`config.mk`:
```
export PLATFORM = sky130hd
export DESIGN_NAME = osd_charram_wr_arbiter
export DESIGN_NICKNAME = d
export VERILOG_FILES = /design/src/rtl/osd_charram_wr_arbiter.sv
export SDC_FILE = /design/constraint.sdc
export NUM_CORES = 1
export LEC_CHECK = 0
export ABC_AREA = 1
export CELL_PAD_IN_SITES_DETAIL_PLACEMENT = 0
export CELL_PAD_IN_SITES_GLOBAL_PLACEMENT = 1
export CORE_ASPECT_RATIO = 0.8
export CORE_MARGIN = 3
export CORE_UTILIZATION = 43
export CTS_BUF_LIST = sky130_fd_sc_hd__clkbuf_4 sky130_fd_sc_hd__clkbuf_8 sky130_fd_sc_hd__clkbuf_16
export DETAILED_ROUTE_END_ITERATION = 6
export DONT_BUFFER_PORTS = 1
export PLACE_DENSITY_LB_ADDON = 0.1
export RECOVER_POWER = 100
export SYNTH_ARGS = -nofsm -noshare
export SYNTH_HDL_FRONTEND = slang
export SYNTH_SLANG_ARGS = --single-unit
export TNS_END_PERCENT = 100
```
`constraint.sdc`:
```
create_clock -name clk -period 4.1 [get_ports clk]
set_input_delay 0.615 -clock clk [delete_from_list [all_inputs] [get_ports clk]]
set_output_delay 0.615 -clock clk [all_outputs]
set_load 0.05 [all_outputs]
```
`src/rtl/osd_charram_wr_arbiter.sv`:
```
// Round-robin arbiter sharing the OSD character RAM write port between burst writers.
// Define OSD_ARB_WR_COUNT_EN to build the per-requester accepted-beat counters on wr_count.
module osd_charram_wr_arbiter #(
    parameter int N_REQ     = 3,
    parameter int ADDR_W    = 11,
    parameter int DATA_W    = 8,
    parameter int MAX_BURST = 16
) (
    input  logic                       clk,
    input  logic                       reset,
    input  logic [N_REQ-1:0]           req_valid,
    input  logic [N_REQ-1:0]           req_last,
    input  logic [N_REQ*ADDR_W-1:0]    req_addr,
    input  logic [N_REQ*DATA_W-1:0]    req_data,
    output logic [N_REQ-1:0]           req_ready,
    output logic                       ram_we,
    output logic [ADDR_W-1:0]          ram_addr,
    output logic [DATA_W-1:0]          ram_data,
    output logic [$clog2(N_REQ)-1:0]   grant_id,
    output logic                       busy,
    output logic [N_REQ*16-1:0]        wr_count
);

    localparam int GID_W = $clog2(N_REQ);
    localparam int CNT_W = (MAX_BURST > 1) ? $clog2(MAX_BURST) : 1;

    typedef enum logic {IDLE, LOCK} state_t;

    state_t             state_q, state_d;
    logic [GID_W-1:0]   rr_ptr_q, rr_ptr_d;
    logic [GID_W-1:0]   grant_id_q, grant_id_d;
    logic [CNT_W-1:0]   beat_cnt_q, beat_cnt_d;
    logic               ram_we_q, ram_we_d;
    logic [ADDR_W-1:0]  ram_addr_q, ram_addr_d;
    logic [DATA_W-1:0]  ram_data_q, ram_data_d;

    logic               accept;
    logic               winner_found;
    logic [GID_W-1:0]   winner;

    // Scanning offsets from high to low lets the lowest offset from rr_ptr win.
    always_comb begin
        int idx;
        idx          = 0;
        winner       = '0;
        winner_found = 1'b0;
        for (int k = N_REQ - 1; k >= 0; k--) begin
            idx = (int'(rr_ptr_q) + k) % N_REQ;
            if (req_valid[idx]) begin
                winner       = GID_W'(idx);
                winner_found = 1'b1;
            end
        end
    end

    // NOTE: every signal written here gets a default first, so no path leaves a latch behind.
    always_comb begin
        state_d    = state_q;
        rr_ptr_d   = rr_ptr_q;
        grant_id_d = grant_id_q;
        beat_cnt_d = beat_cnt_q;
        ram_we_d   = 1'b0;
        ram_addr_d = ram_addr_q;
        ram_data_d = ram_data_q;
        req_ready  = '0;
        accept     = 1'b0;

        case (state_q)
            IDLE: begin
                if (winner_found) begin
                    grant_id_d = winner;
                    beat_cnt_d = '0;
                    state_d    = LOCK;
                end
            end
            LOCK: begin
                if (!reset) begin
                    req_ready[grant_id_q] = 1'b1;
                end
                accept = req_valid[grant_id_q] && req_ready[grant_id_q];
                if (accept) begin
                    ram_we_d   = 1'b1;
                    ram_addr_d = req_addr[grant_id_q*ADDR_W +: ADDR_W];
                    ram_data_d = req_data[grant_id_q*DATA_W +: DATA_W];
                    beat_cnt_d = beat_cnt_q + 1'b1;
                    if (req_last[grant_id_q] || beat_cnt_q == CNT_W'(MAX_BURST - 1)) begin
                        state_d  = IDLE;
                        rr_ptr_d = (grant_id_q == GID_W'(N_REQ - 1)) ? '0 : grant_id_q + 1'b1;
                    end
                end
            end
            default: state_d = IDLE;
        endcase
    end

    // NOTE: sequential state uses non-blocking assignments so every flop samples pre-edge values.
    always_ff @(posedge clk) begin
        if (reset) begin
            state_q    <= IDLE;
            rr_ptr_q   <= '0;
            grant_id_q <= '0;
            beat_cnt_q <= '0;
            ram_we_q   <= 1'b0;
            ram_addr_q <= '0;
            ram_data_q <= '0;
        end else begin
            state_q    <= state_d;
            rr_ptr_q   <= rr_ptr_d;
            grant_id_q <= grant_id_d;
            beat_cnt_q <= beat_cnt_d;
            ram_we_q   <= ram_we_d;
            ram_addr_q <= ram_addr_d;
            ram_data_q <= ram_data_d;
        end
    end

`ifdef OSD_ARB_WR_COUNT_EN
    logic [N_REQ*16-1:0] wr_count_q, wr_count_d;

    // Counters wrap naturally at 16 bits.
    always_comb begin
        wr_count_d = wr_count_q;
        if (accept) begin
            wr_count_d[grant_id_q*16 +: 16] = wr_count_q[grant_id_q*16 +: 16] + 16'd1;
        end
    end

    always_ff @(posedge clk) begin
        if (reset) begin
            wr_count_q <= '0;
        end else begin
            wr_count_q <= wr_count_d;
        end
    end

    assign wr_count = wr_count_q;
`else
    assign wr_count = '0;
`endif

    assign ram_we   = ram_we_q;
    assign ram_addr = ram_addr_q;
    assign ram_data = ram_data_q;
    assign grant_id = grant_id_q;
    assign busy     = (state_q == LOCK);

endmodule

```
# Word-level counts from Yosys, hierarchy flattened
# Index checks and enable logic that the tools add are counted.
# op_classes
n_addsub,4
multipliers,1
div,3
order_cmp,5
eq_ne,4
n_shift,2
mux,35
bitwise_logic,1
n_reduce_logical,8
# op_table
operator,n
"32-bit by 4-bit < comparator with 1-bit output, second input constant",3
"32-bit by 3-bit modulo with 32-bit output, second input constant",2
33-bit by 7-bit variable part select with 11-bit output,1
"3-bit by 3-bit modulo with 32-bit output, second input constant",1
24-bit by 6-bit variable part select with 8-bit output,1
1-bit 2-to-1 mux,17
1-bit binary-select mux with 2-bit select,6
3-bit 2-to-1 mux,3
2-bit 2-to-1 mux,4
4-bit 2-to-1 mux,2
4-bit case mux with 2 select lines,1
"2-bit by 4-bit multiplier with 6-bit output, second input constant",1
2-bit AND reduction,3
"4-bit by 1-bit adder with 4-bit output, second input constant",1
"4-bit == test, second input constant",1
"2-bit by 1-bit adder with 3-bit output, second input constant",1
"2-bit by 2-bit adder with 3-bit output, second input constant",1
"2-bit by 3-bit < comparator with 1-bit output, second input constant",1
3-bit AND reduction,1
"2-bit by 1-bit adder with 2-bit output, second input constant",1
1-bit demux with 2-bit select,1
"2-bit == test, second input constant",1
"2-bit by 1-bit greater-or-equal comparator with 1-bit output, second input constant",1
1-bit logical AND,2
other kinds (6),6
# totals
ff_bits,29
inputBits,65
output_inout_bits,74
word_cells,70

# Depth between registers and ports, before layout
# Gate-level depths: netlist (run 1).
# logic_depth
ltp_word,11
depth_mapped,13
ltp_nobuf,13

# Worst setup path after synthesis (run 1)
# Ideal clock, no wire load.
# synth_timing
path_type,flip-flop to output port
from,register state_q (netlist: busy)
to,output req_ready[0]
arrival_ns,2.105
required_ns,3.485
setup_slack_ns,1.380
stages_incl_launch_ff,5
n_path_buf,0
cell_sequence,dfxtp_1 > inv_1 > nor2_1 > inv_1 > nor3_1
# synth_via
elab_chain_len,1
# synth_lines
element,line_no,rtl
from (decl),29,"state_t state_q, state_d;"
from (signal assigned),107,state_q <= state_d;
3-bit 2-to-1 mux,68,case (state_q)
to (decl),15,"output logic [N_REQ-1:0] req_ready,"
# No other way between the ends.

# Worst setup path in the final report (run 1)
# layout_timing
from,register grant_id_q[1] (netlist: grant_id[1])
to,register rr_ptr_q[1]
# layout_via
elab_chain_len,10
elab_cells_between_ends,19
classes_between,1 x add/sub; 2 x order compare; 1 x eq/ne; 11 x mux; 4 x reduce/logical
# layout_lines
element,line_no,rtl
from (decl),31,"logic [GID_W-1:0] grant_id_q, grant_id_d;"
from (signal assigned),109,grant_id_q <= grant_id_d;
2-bit by 3-bit < comparator with 1-bit output (not written as such) or 2-bit by 1-bit greater-or-equal comparator with 1-bit output (tied branches),78,req_ready[grant_id_q] = 1'b1;
1-bit logical AND (not written as such),78,
1-bit 2-to-1 mux (not written as such),78,
1-bit demux with 2-bit select,78,
3-bit 2-to-1 mux,77,if (!reset) begin
3-bit 2-to-1 mux,68,
1-bit binary-select mux with 2-bit select,80,accept = req_valid[grant_id_q] && req_ready[grant_id_q];
1-bit 2-to-1 mux (not written as such),80,
1-bit logical AND,80,
3-bit AND reduction (no line),n/a,
to (signal assigned),108,rr_ptr_q <= rr_ptr_d;
to (decl),30,"logic [GID_W-1:0] rr_ptr_q, rr_ptr_d;"
# Parallel ways exist; a longest one is shown, timed or not. The select of a mux whose other input is x is not followed.
# A chain may end at the register's enable or synchronous reset.

==> summary.txt, run 1 <==
Run status
  – Status: complete, no violations

Power and ir drop
  – Switching power: 383 uW
  – LEAKAGE: 0.000925 uW
  – Sequential Power Share: 44.0%
  – VDD IR-drop max: 0.156 mV
  – Power per cell area: 447 nW/um^2
  – Internal Pwr Total: 498 uW
  – Comb power frac: 29.1%
  – Clock Power Share: 26.9%
  – Switching Fraction: 43.5%

Worst setup path
  – Crit start category: register
  – Crit path max-delay family: simple AND/OR/NAND/NOR gates
  – Slowest stage delay, CP: 0.73 ns
  – Crit-path cells: nor2_1 > buf_4 > nand2_1 > nand3_1 > nand2_1 > clkinv_2 > nand2_1 > nor2_1 > a21oi_1 > nor2_1
  – CP max FO: 23
  – Critical path arrival: 3.04 ns
  – Worst EP required: 4.27 ns
  – Crit end category: register
  – WS Path Type: reg2reg
  – Worst path slowest cell: dfxtp_1
  – WP buf/inv: 2

Clock network
  – Worst-path clk slew: 0.06 ns
  – Post-CTS setup buffer count: 0
  – Total CTS buffers: 5
  – CTS tree: built
  – Clk Tree Root Cell: clkbuf_8
  – CTS sink cnt: 29
  – Clk buf depth: 2
  – CTS resizes: 0
  – Clk_lat worst skew: 0.27 ns
  – Post-CTS Hold Buffers: 0
  – H-tree depth: 2

Global route
  – Pin count of the biggest net entering global routing: 27
  – GRT Total Usage: 16.4%
  – Global route total overflow: 0
  – Vias in the first global route: 1486
  – Antenna violations before repair: 0
  – First-pass GRT wire length: 7340 um

Placement
  – Gpl congestion: 0.751
  – DPL Wire Length: 3740 um
  – PortBufs: 0
  – Post-Place Setup Slack: 1.55 ns
  – Post-DP Area: 1900 um^2

Logic synthesis
  – Post-synthesis cell type count: 28
  – EDFF count, synth: 0
  – Post-synth ARST share: 0%
  – Ys Warns: 0
  – Mapped Cells: 319
  – Ys flop type: dfxtp_1
  – Syn Area/Cell: 6.38 um^2
  – Sequential share of the synthesized area: 28.5%
  – Synthesized area: 2040 um^2
  – Synthesized flop and latch total: 29

Job
  – Max-Cap Viols: 0

Drt
  – Initial DRC count: 74
  – Vias/cell: 4.71
  – Vias: 1770
  – # DRC: 0
  – Final ANT Viol Nets: 0
  – Routed Wire Length: 4870 um
  – Avg WL per Cell: 13.0 um
  – DRT Pass-1 Iters: 4

Cells and area
  – Final Cell Area: 1970 um^2
  – Fill count: 481
  – Final layout net count: 388
  – Final Util: 45.1%
  – Share of cells above drive strength 1: 5.96%
  – Area Overhead vs Synth: -3.32%
  – Number of diodes: 0

STA
  – Slew of the pin with the lowest slew margin: 0.738 ns
  – RSZ-0062 raised after global routing: no
  – Final Setup Violations: 0
  – Fin crit share: 69.9%
  – Max Clk Rate: 349 MHz
  – Max Clock Skew: 0.00374 ns
  – Fin. max-slew vios: 0
  – Rel. slew slack: 50.7%
  – Hold slack: 0.405 ns
  – Hold Violations, Final: 0
  – Fin crit period: 2.87 ns
  – Worst setup margin: 1.23 ns
  – Setup TNS: 0 ns

Floorplan
  – Die Wd: 82.9 um
  – Die height: 67.5 um
  – Core area: 4360 um^2
  – Die Area: 5600 um^2
  – IO Count: 139
  – Initial Utilization: 46.7%
  – Cell Rows: 21

Min path
  – Worst hold-check path type: in2reg
-- path summary, 6_finish.rpt --
kind	start	end	slack, ns	cells after the start
setup / recovery	grant_id[1]$_SDFFE_PP0P_	rr_ptr_q[1]$_SDFFE_PP0P_	1.23	10
hold / removal	reset	beat_cnt_q[2]$_SDFFE_PP0P_	0.40	1
setup reg to reg	grant_id[1]$_SDFFE_PP0P_	rr_ptr_q[1]$_SDFFE_PP0P_	1.23	10
hold reg to reg	beat_cnt_q[1]$_SDFFE_PP0P_	beat_cnt_q[1]$_SDFFE_PP0P_	0.50	2
-- worst register-to-register path, delay by kind of cell, from the launching register on --
| family | cells | cell delay (ns) |
|---|---|---|
| and+or+nand+nor | 7 | 1.20 |
| AOI/OAI and AO/OA | 1 | 0.11 |
| DFF | 1 | 0.73 |
| buffers and inverters | 2 | 0.73 |
-- metal layers --
layer  vias to the layer above  wire, um  global-route usage (%)
met4                         0        21                    4.90
li1                        910         -                       -
met1                       767      2170                    22.0
met2                        91      2200                    25.1
met5                         -         0                       0
met3                         2       482                    5.49
-- per-stage QoR --
step                std cells  total power (uW)
global route              376               936
finish                    376               880
floorplan                 366               657
global placement          369               655
CTS                       376               899
detailed placement        369               655
-- cells in the final DEF, fill, tap and decap left out, drive strengths merged --
cell / count
buf: 4
dfxtp: 29
xnor2: 1
a31oi: 1
ha: 4
o21ai: 23
a21oi: 7
nand2: 88
or2: 1
nand3: 28
clkbuf: 9
o22ai: 1
nor3: 2
nand4: 1
xor2: 1
o211ai: 2
nor2: 52
inv: 16
conb: 48
clkinv: 1
-- Yosys cell counts, types with 2 or more instances --
master	instances	area (um^2)
a21oi_1	6	30.0
buf_2	6	30.0
buf_4	51	383
clkbuf_1	2	7.51
dfxtp_1	29	581
ha_1	4	50.1
inv_1	13	48.8
inv_2	3	11.3
nand2_1	85	319
nand2_2	3	18.8
nand3_1	27	135
nor2_1	50	188
nor2_2	2	12.5
nor3_1	2	10.0
o211ai_1	2	15.0
o21ai_0	11	55.1
o21ai_1	12	60.1
-- state kept, by name, summed over array words and instances (netlist names) --
register,count
ram_addr,11
ram_we,1
busy,1
rr_ptr_q,2
ram_data,8
beat_cnt_q,4
grant_id,2
-- area by class of cell --
cell class              instances  area (um^2)  share of cell area (%)
well taps                      57         71.3                    3.62
flip-flops and latches         29          581                    29.5
multi-input cells             260         1120                    57.1
inverters                      17         65.1                    3.31
clock buffers                   7         90.1                    4.58
repair buffers                  6         37.5                    1.91
-- cells by family after synthesis --
group	share of synthesized area [%]
AND/OR/NAND/NOR	34.7
adder cells (fa/ha/maj)	2.46
AO/OA/AOI/OAI	8.91
other	0.184
flip-flops	28.5
buffers and inverters	24.4
XOR/XNOR	0.861
-- power groups by stage --
stage          combinational, uW  clock, uW  sequential (uW)
2_1_floorplan                269          0              387
3_3_place_gp                 262          0              394
3_5_place_dp                 261          0              394
4_1_cts                      261        250              388
5_1_grt                      286        261              390
6_report                     256        237              387
Note: power is estimated with default switching activity, not from simulation.
==> run 2, diff against run 1 <==
ABC_AREA = 0   (was 1)
CORE_UTILIZATION = 39   (was 43)
clock period = 2.4 ns   (was 4.1 ns; I/O delays follow)
==> run 2 against run 1 <==
Against the previous run:
- synthesized cell count shrank 17%
- synthesized area grew 3.9%
- flip-flop and latch count is the same
- sequential share of layout area shrank 1.1 points
- core utilization shrank 5.1 points
- cell count shrank 13%
- first-iteration DRC count grew 15%
- sequential power grew 58%
- clock skew is essentially flat
- non-clock buffer count grew 3
- critical path depth shrank 3
- via count shrank 8.2%
- largest power group unchanged
==> summary.txt, run 2 <==
Run status
  – Status: complete, no violations

Logic synthesis
  – Sequential share of the synthesized area: 27.4%
  – Synth area leaders: dfxtp_1, buf_4, mux2i_1, nor2_1, a211oi_1
  – Syn Area/Cell: 7.98 um^2
  – Synthesized area: 2120 um^2
  – Ys Warns: 0
  – Top cell type's share of synthesized area: 27.4%
  – Ys flop type: dfxtp_1
  – Mapped Cells: 265
  – Leading area contributor after synthesis: dfxtp_1
  – EDFF count, synth: 0
  – Synthesized flop and latch total: 29
  – Most common library cells after synthesis: buf_4, nor2_1, dfxtp_1
  – Post-synth ARST share: 0%
  – Count leader, synth: buf_4
  – Post-synthesis cell type count: 40

Floorplan
  – Die Wd: 88.4 um
  – Die height: 71.9 um
  – IO Count: 139
  – Die Area: 6350 um^2
  – Initial Utilization: 41.3%
  – Cell Rows: 23
  – Core area: 5120 um^2

Clock network
  – CTS sink cnt: 29
  – Clk buf depth: 2
  – Clk_lat worst skew: 0.28 ns
  – Post-CTS Hold Buffers: 0
  – CTS resizes: 0
  – Post-CTS setup buffer count: 0
  – Worst-path clk slew: 0.06 ns
  – CTS tree: built
  – Total CTS buffers: 5
  – H-tree depth: 2
  – Clk Tree Root Cell: clkbuf_8

Cells and area
  – Max FFs per register: 11
  – Reg area: 582 um^2
  – Number of diodes: 0
  – Fill count: 551
  – Area Overhead vs Synth: -3.19%
  – Final layout net count: 332
  – Share of cells above drive strength 1: 7.20%
  – Final Util: 40.0%
  – Most common cell after layout, fill and taps aside: conb_1
  – Most frequent cells in the layout: conb_1, nor2_1, dfxtp_1
  – Area of the multi-input gates: 1220 um^2

Drt
  – Routed Wire Length: 4720 um
  – Avg WL per Cell: 14.5 um
  – Vias: 1625
  – Initial DRC count: 85
  – DRT Pass-1 Iters: 4
  – Final ANT Viol Nets: 0
  – Vias/cell: 4.98
  – # DRC: 0

STA
  – Rel. slew slack: 47.0%
  – Max Clk Rate: 496 MHz
  – Fin crit period: 2.02 ns
  – Slew of the pin with the lowest slew margin: 0.795 ns
  – Hold slack: 0.152 ns
  – Hold Violations, Final: 0
  – Max Clock Skew: 0.00338 ns
  – Worst setup margin: 0.385 ns
  – RSZ-0062 raised after global routing: no
  – Final Setup Violations: 0
  – Fin. max-slew vios: 0
  – Fin crit share: 84.0%
  – Setup TNS: 0 ns

Placement
  – Post-Place Setup Slack: 0.422 ns
  – PortBufs: 0
  – Gpl congestion: 0.817
  – DPL Wire Length: 3560 um

Global route
  – Global route total overflow: 0
  – GRT Total Usage: 14.8%
  – Pin count of the biggest net entering global routing: 31
  – Vias in the first global route: 1421
  – Antenna violations before repair: 0
  – First-pass GRT wire length: 7260 um

Worst setup path
  – Worst path slowest cell: or3_1
  – Crit start category: register
  – Critical path arrival: 2.18 ns
  – Crit-path cells: inv_1 > ha_1 > a21boi_0 > or3_1 > a22oi_4 > mux2i_1 > nor2_1
  – WS Path Type: reg2reg
  – CP max FO: 8
  – Worst EP required: 2.57 ns
  – Slowest stage delay, CP: 0.43 ns
  – Crit end category: register

Power and ir drop
  – LEAKAGE: 0.000826 uW
  – VDD IR-drop max: 0.268 mV
  – Power per cell area: 672 nW/um^2

Job
  – Max-Cap Viols: 0

Min path
  – Worst hold-check path type: in2reg
## run 2: cell families (layout without fill, tap and decap cells)
| kind of cell | after synthesis | count (layout) | synth area share [%] |
|---|---|---|---|
| other | 1 | 48 | 0.177 |
| AO/OA/AOI/OAI | 57 | 57 | 18.4 |
| AND/OR/NAND/NOR | 77 | 77 | 17.6 |
| flip-flops | 29 | 29 | 27.4 |
| multiplexers | 24 | 24 | 11.4 |
| adder cells (fa/ha/maj) | 4 | 4 | 2.37 |
| buffers and inverters | 73 | 25 | 22.6 |
## run 2: path summary, 6_finish.rpt
path / from / to / slack [ns] / cells after the start
setup / recovery: rr_ptr_q[0]$_SDFFE_PP0P_ / grant_id[0]$_SDFFE_PP0P_ / 0.38 / 7
hold / removal: reset / beat_cnt_q[2]$_SDFFE_PP0P_ / 0.15 / 1
setup reg to reg: rr_ptr_q[0]$_SDFFE_PP0P_ / grant_id[0]$_SDFFE_PP0P_ / 0.38 / 7
hold reg to reg: rr_ptr_q[0]$_SDFFE_PP0P_ / rr_ptr_q[0]$_SDFFE_PP0P_ / 0.47 / 2
## run 2: power by group
group	leakage [uW]	internal (uW)	switching (uW)
Clock	0.0000484	212	185
Combinational	0.000541	81.1	286
Sequential	0.000237	511	102
Total	0.000826	803	573
## run 2: worst max-delay path, delay by kind of cell (launching register included)
kind	cells	cell delay, ns
AND/OR/NAND/NOR	2	0.48
adder cells (fa/ha/maj)	1	0.40
AO/OA/AOI/OAI	2	0.40
flip-flops	1	0.35
multiplexers	1	0.21
buffers and inverters	1	0.07
## run 2: metal layers
layer,vias to the layer above,wire length (um),track usage (%)
met4,0,60,5.20
met2,85,2080,21.7
met3,7,466,5.52
met1,713,2110,19.8
li1,820,-,-
met5,-,0,0
## run 2: final cells by class
cell class | instances | area share, %
Clock inverter | 2 | 0.489
Multi-Input combinational cell | 210 | 59.8
Clock buffer | 6 | 3.73
Timing Repair Buffer | 9 | 2.20
Inverter | 8 | 1.59
Tap cell | 62 | 3.79
Sequential cell | 29 | 28.4
## run 2: metrics by stage
| step | instance area, um^2 | cells | power [uW] |
|---|---|---|---|
| finish | 2050 | 326 | 1380 |
| global route | 2050 | 326 | 1460 |
| CTS | 2080 | 326 | 1410 |
| detailed placement | 1990 | 318 | 998 |
| global placement | 1990 | 318 | 998 |
| floorplan | 2290 | 312 | 1030 |
==> run 3, diff against run 2 <==
ABC_AREA = 1   (was 0)
CORE_UTILIZATION = 40   (was 39)
clock period = 2.1 ns   (was 2.4 ns; I/O delays follow)
==> run 3 against run 2 <==
Against the previous run:
- clock power grew 17%
- wire length grew 4.6%
- critical endpoint is now req_ready[1]
- global-route usage grew 1.3 points
==> summary.txt, run 3 (synthesized netlist as in run 1, its figures left out) <==
Global route
  – First-pass GRT wire length: 7690 um
  – Antenna violations before repair: 0
  – Global route total overflow: 0
  – Vias in the first global route: 1572
  – GRT Total Usage: 16.0%
  – Pin count of the biggest net entering global routing: 27

Worst setup path
  – Critical Path Source: grant_id[0]$_SDFFE_PP0P_
  – Critical path arrival: 1.57 ns
  – Crit path max-delay family: buffers and inverters
  – Crit end category: output port
  – Worst path slowest cell: dfxtp_1
  – WP buf/inv: 4
  – WS Path Type: reg2out
  – Slowest stage delay, CP: 0.45 ns
  – CP max FO: 10
  – Worst EP required: 1.78 ns
  – Crit-path cells: inv_2 > nor2_1 > buf_4 > inv_1 > nor2_1 > buf_4
  – RR Startpoint: rr_ptr_q[0]$_SDFFE_PP0P_
  – Crit start category: register

STA
  – Fin. max-slew vios: 0
  – Final Setup Violations: 0
  – Slew of the pin with the lowest slew margin: 0.692 ns
  – Hold Violations, Final: 0
  – Max Clock Skew: 0.00275 ns
  – Rel. slew slack: 53.8%
  – Fin crit period: 1.89 ns
  – RSZ-0062 raised after global routing: no
  – Max Clk Rate: 530 MHz
  – Hold slack: 0.109 ns
  – Fin crit share: 89.9%

Drt
  – Final ANT Viol Nets: 0
  – # DRC: 0
  – Vias: 1795
  – DRT Pass-1 Iters: 4
  – Initial DRC count: 68
  – Routed Wire Length: 4940 um
  – Vias/cell: 4.66
  – Avg WL per Cell: 12.8 um

Clock network
  – Worst-path clk slew: 0.06 ns
  – CTS resizes: 0
  – CTS tree: built
  – H-tree depth: 2
  – Total CTS buffers: 5
  – Clk Tree Root Cell: clkbuf_8
  – Clk_lat worst skew: 0.27 ns
  – Clk buf depth: 2
  – Post-CTS setup buffer count: 0
  – CTS sink cnt: 29
  – Post-CTS Hold Buffers: 0

Power and ir drop
  – Power Total: 1730 uW
  – VDD IR-drop max: 0.357 mV
  – Power per cell area: 866 nW/um^2
  – LEAKAGE: 0.000942 uW

Cells and area
  – Most frequent cells in the layout: nand2_1, nor2_1, conb_1
  – Most common cell after layout, fill and taps aside: nand2_1
  – Area of the multi-input gates: 1120 um^2
  – Number of diodes: 0
  – Share of cells above drive strength 1: 7.08%
  – Fill count: 527
  – Final layout net count: 394
  – Area Overhead vs Synth: -1.72%
  – Max FFs per register: 11
  – Reg area: 581 um^2

Floorplan
  – Core area: 4730 um^2
  – Die Area: 5990 um^2
  – Die height: 69.8 um
  – Cell Rows: 22
  – Die Wd: 85.8 um
  – IO Count: 139
  – Initial Utilization: 43.0%

Run status
  – Status: complete, no violations

Min path
  – Worst hold-check path type: in2reg
  – Hold Startpoint: reset

Placement
  – PortBufs: 0
  – Gpl congestion: 0.815
  – DPL Wire Length: 3860 um

Job
  – Max-Cap Viols: 0
==> run 3: cell count changes in the layout (fill, tap and decap cells not counted), moves of 8 or more <==
cell and delta:
nand2_1 +82, mux2i_1 -24, a211oi_1 -19, a21oi_1 -18, nand3_1 +18, o21ai_0 +11, o21ai_1 +11, nor2_1 +8
==> run 3: worst reg2reg max path, cell delays in order, from the launching register on <==
cell and delay [ns]:
dfxtp_1 0.33, inv_1 0.07, ha_1 0.36, inv_2 0.07, nand2_1 0.06, nand2_1 0.06
a21oi_1 0.20, nand3_2 0.13, nand2_1 0.15, nand2_1 0.13, nand2_1 0.08, a21oi_1 0.05
==> run 3: path summary, 6_finish.rpt <==
| path | to | slack, ns | depth (start not counted) |
|---|---|---|---|
| worst min-delay path | beat_cnt_q[2]$_SDFFE_PP0P_ | 0.11 | 1 |
| worst max register to register | beat_cnt_q[2]$_SDFFE_PP0P_ | 0.31 | 11 |
| worst min register to register | rr_ptr_q[0]$_SDFFE_PP0P_ | 0.51 | 2 |
| worst max-delay path | req_ready[1] | 0.21 | 6 |
==> run 3: metal layers <==
metal | part of all wire [%] | wire length, um | vias up | GRT usage (%)
met3 | 9.1 | 451 | 2 | 5.11
met2 | 47 | 2300 | 87 | 25.4
met5 | 0 | 0 | - | 0
li1 | - | - | 921 | -
met1 | 44 | 2160 | 785 | 20.8
met4 | 0.59 | 29 | 0 | 4.39
==> run 3: layout make-up <==
cell class                 instances  area share [%]
tap                               60            3.75
timing repair buffer              12            3.44
inverter                          17            3.25
clock buffer                       7            4.50
sequential                        29            29.0
multi-input combinational        260            56.0
==> run 3: power breakdown <==
| group | switching [uW] | internal, uW | total, uW | leakage (uW) |
|---|---|---|---|---|
| logic | 421 | 115 | 535 | 0.000658 |
| registers | 139 | 592 | 731 | 0.000237 |
| clock network | 193 | 272 | 465 | 0.0000477 |
| total | 753 | 979 | 1730 | 0.000942 |
==> run 3: metrics by stage <==
step | utilization, % | area (um^2) | setup slack (ns) | instances | TNS, ns
floorplan | - | 2210 | -0.320 | 366 | -0.687
global placement | 41.1 | 1950 | 0.448 | 378 | 0
detailed placement | 41.1 | 1950 | 0.407 | 378 | 0
CTS | 43.0 | 2040 | 0.260 | 385 | 0
global route | 42.3 | 2000 | 0.0995 | 385 | 0
finish | 42.3 | 2000 | 0.212 | 385 | 0
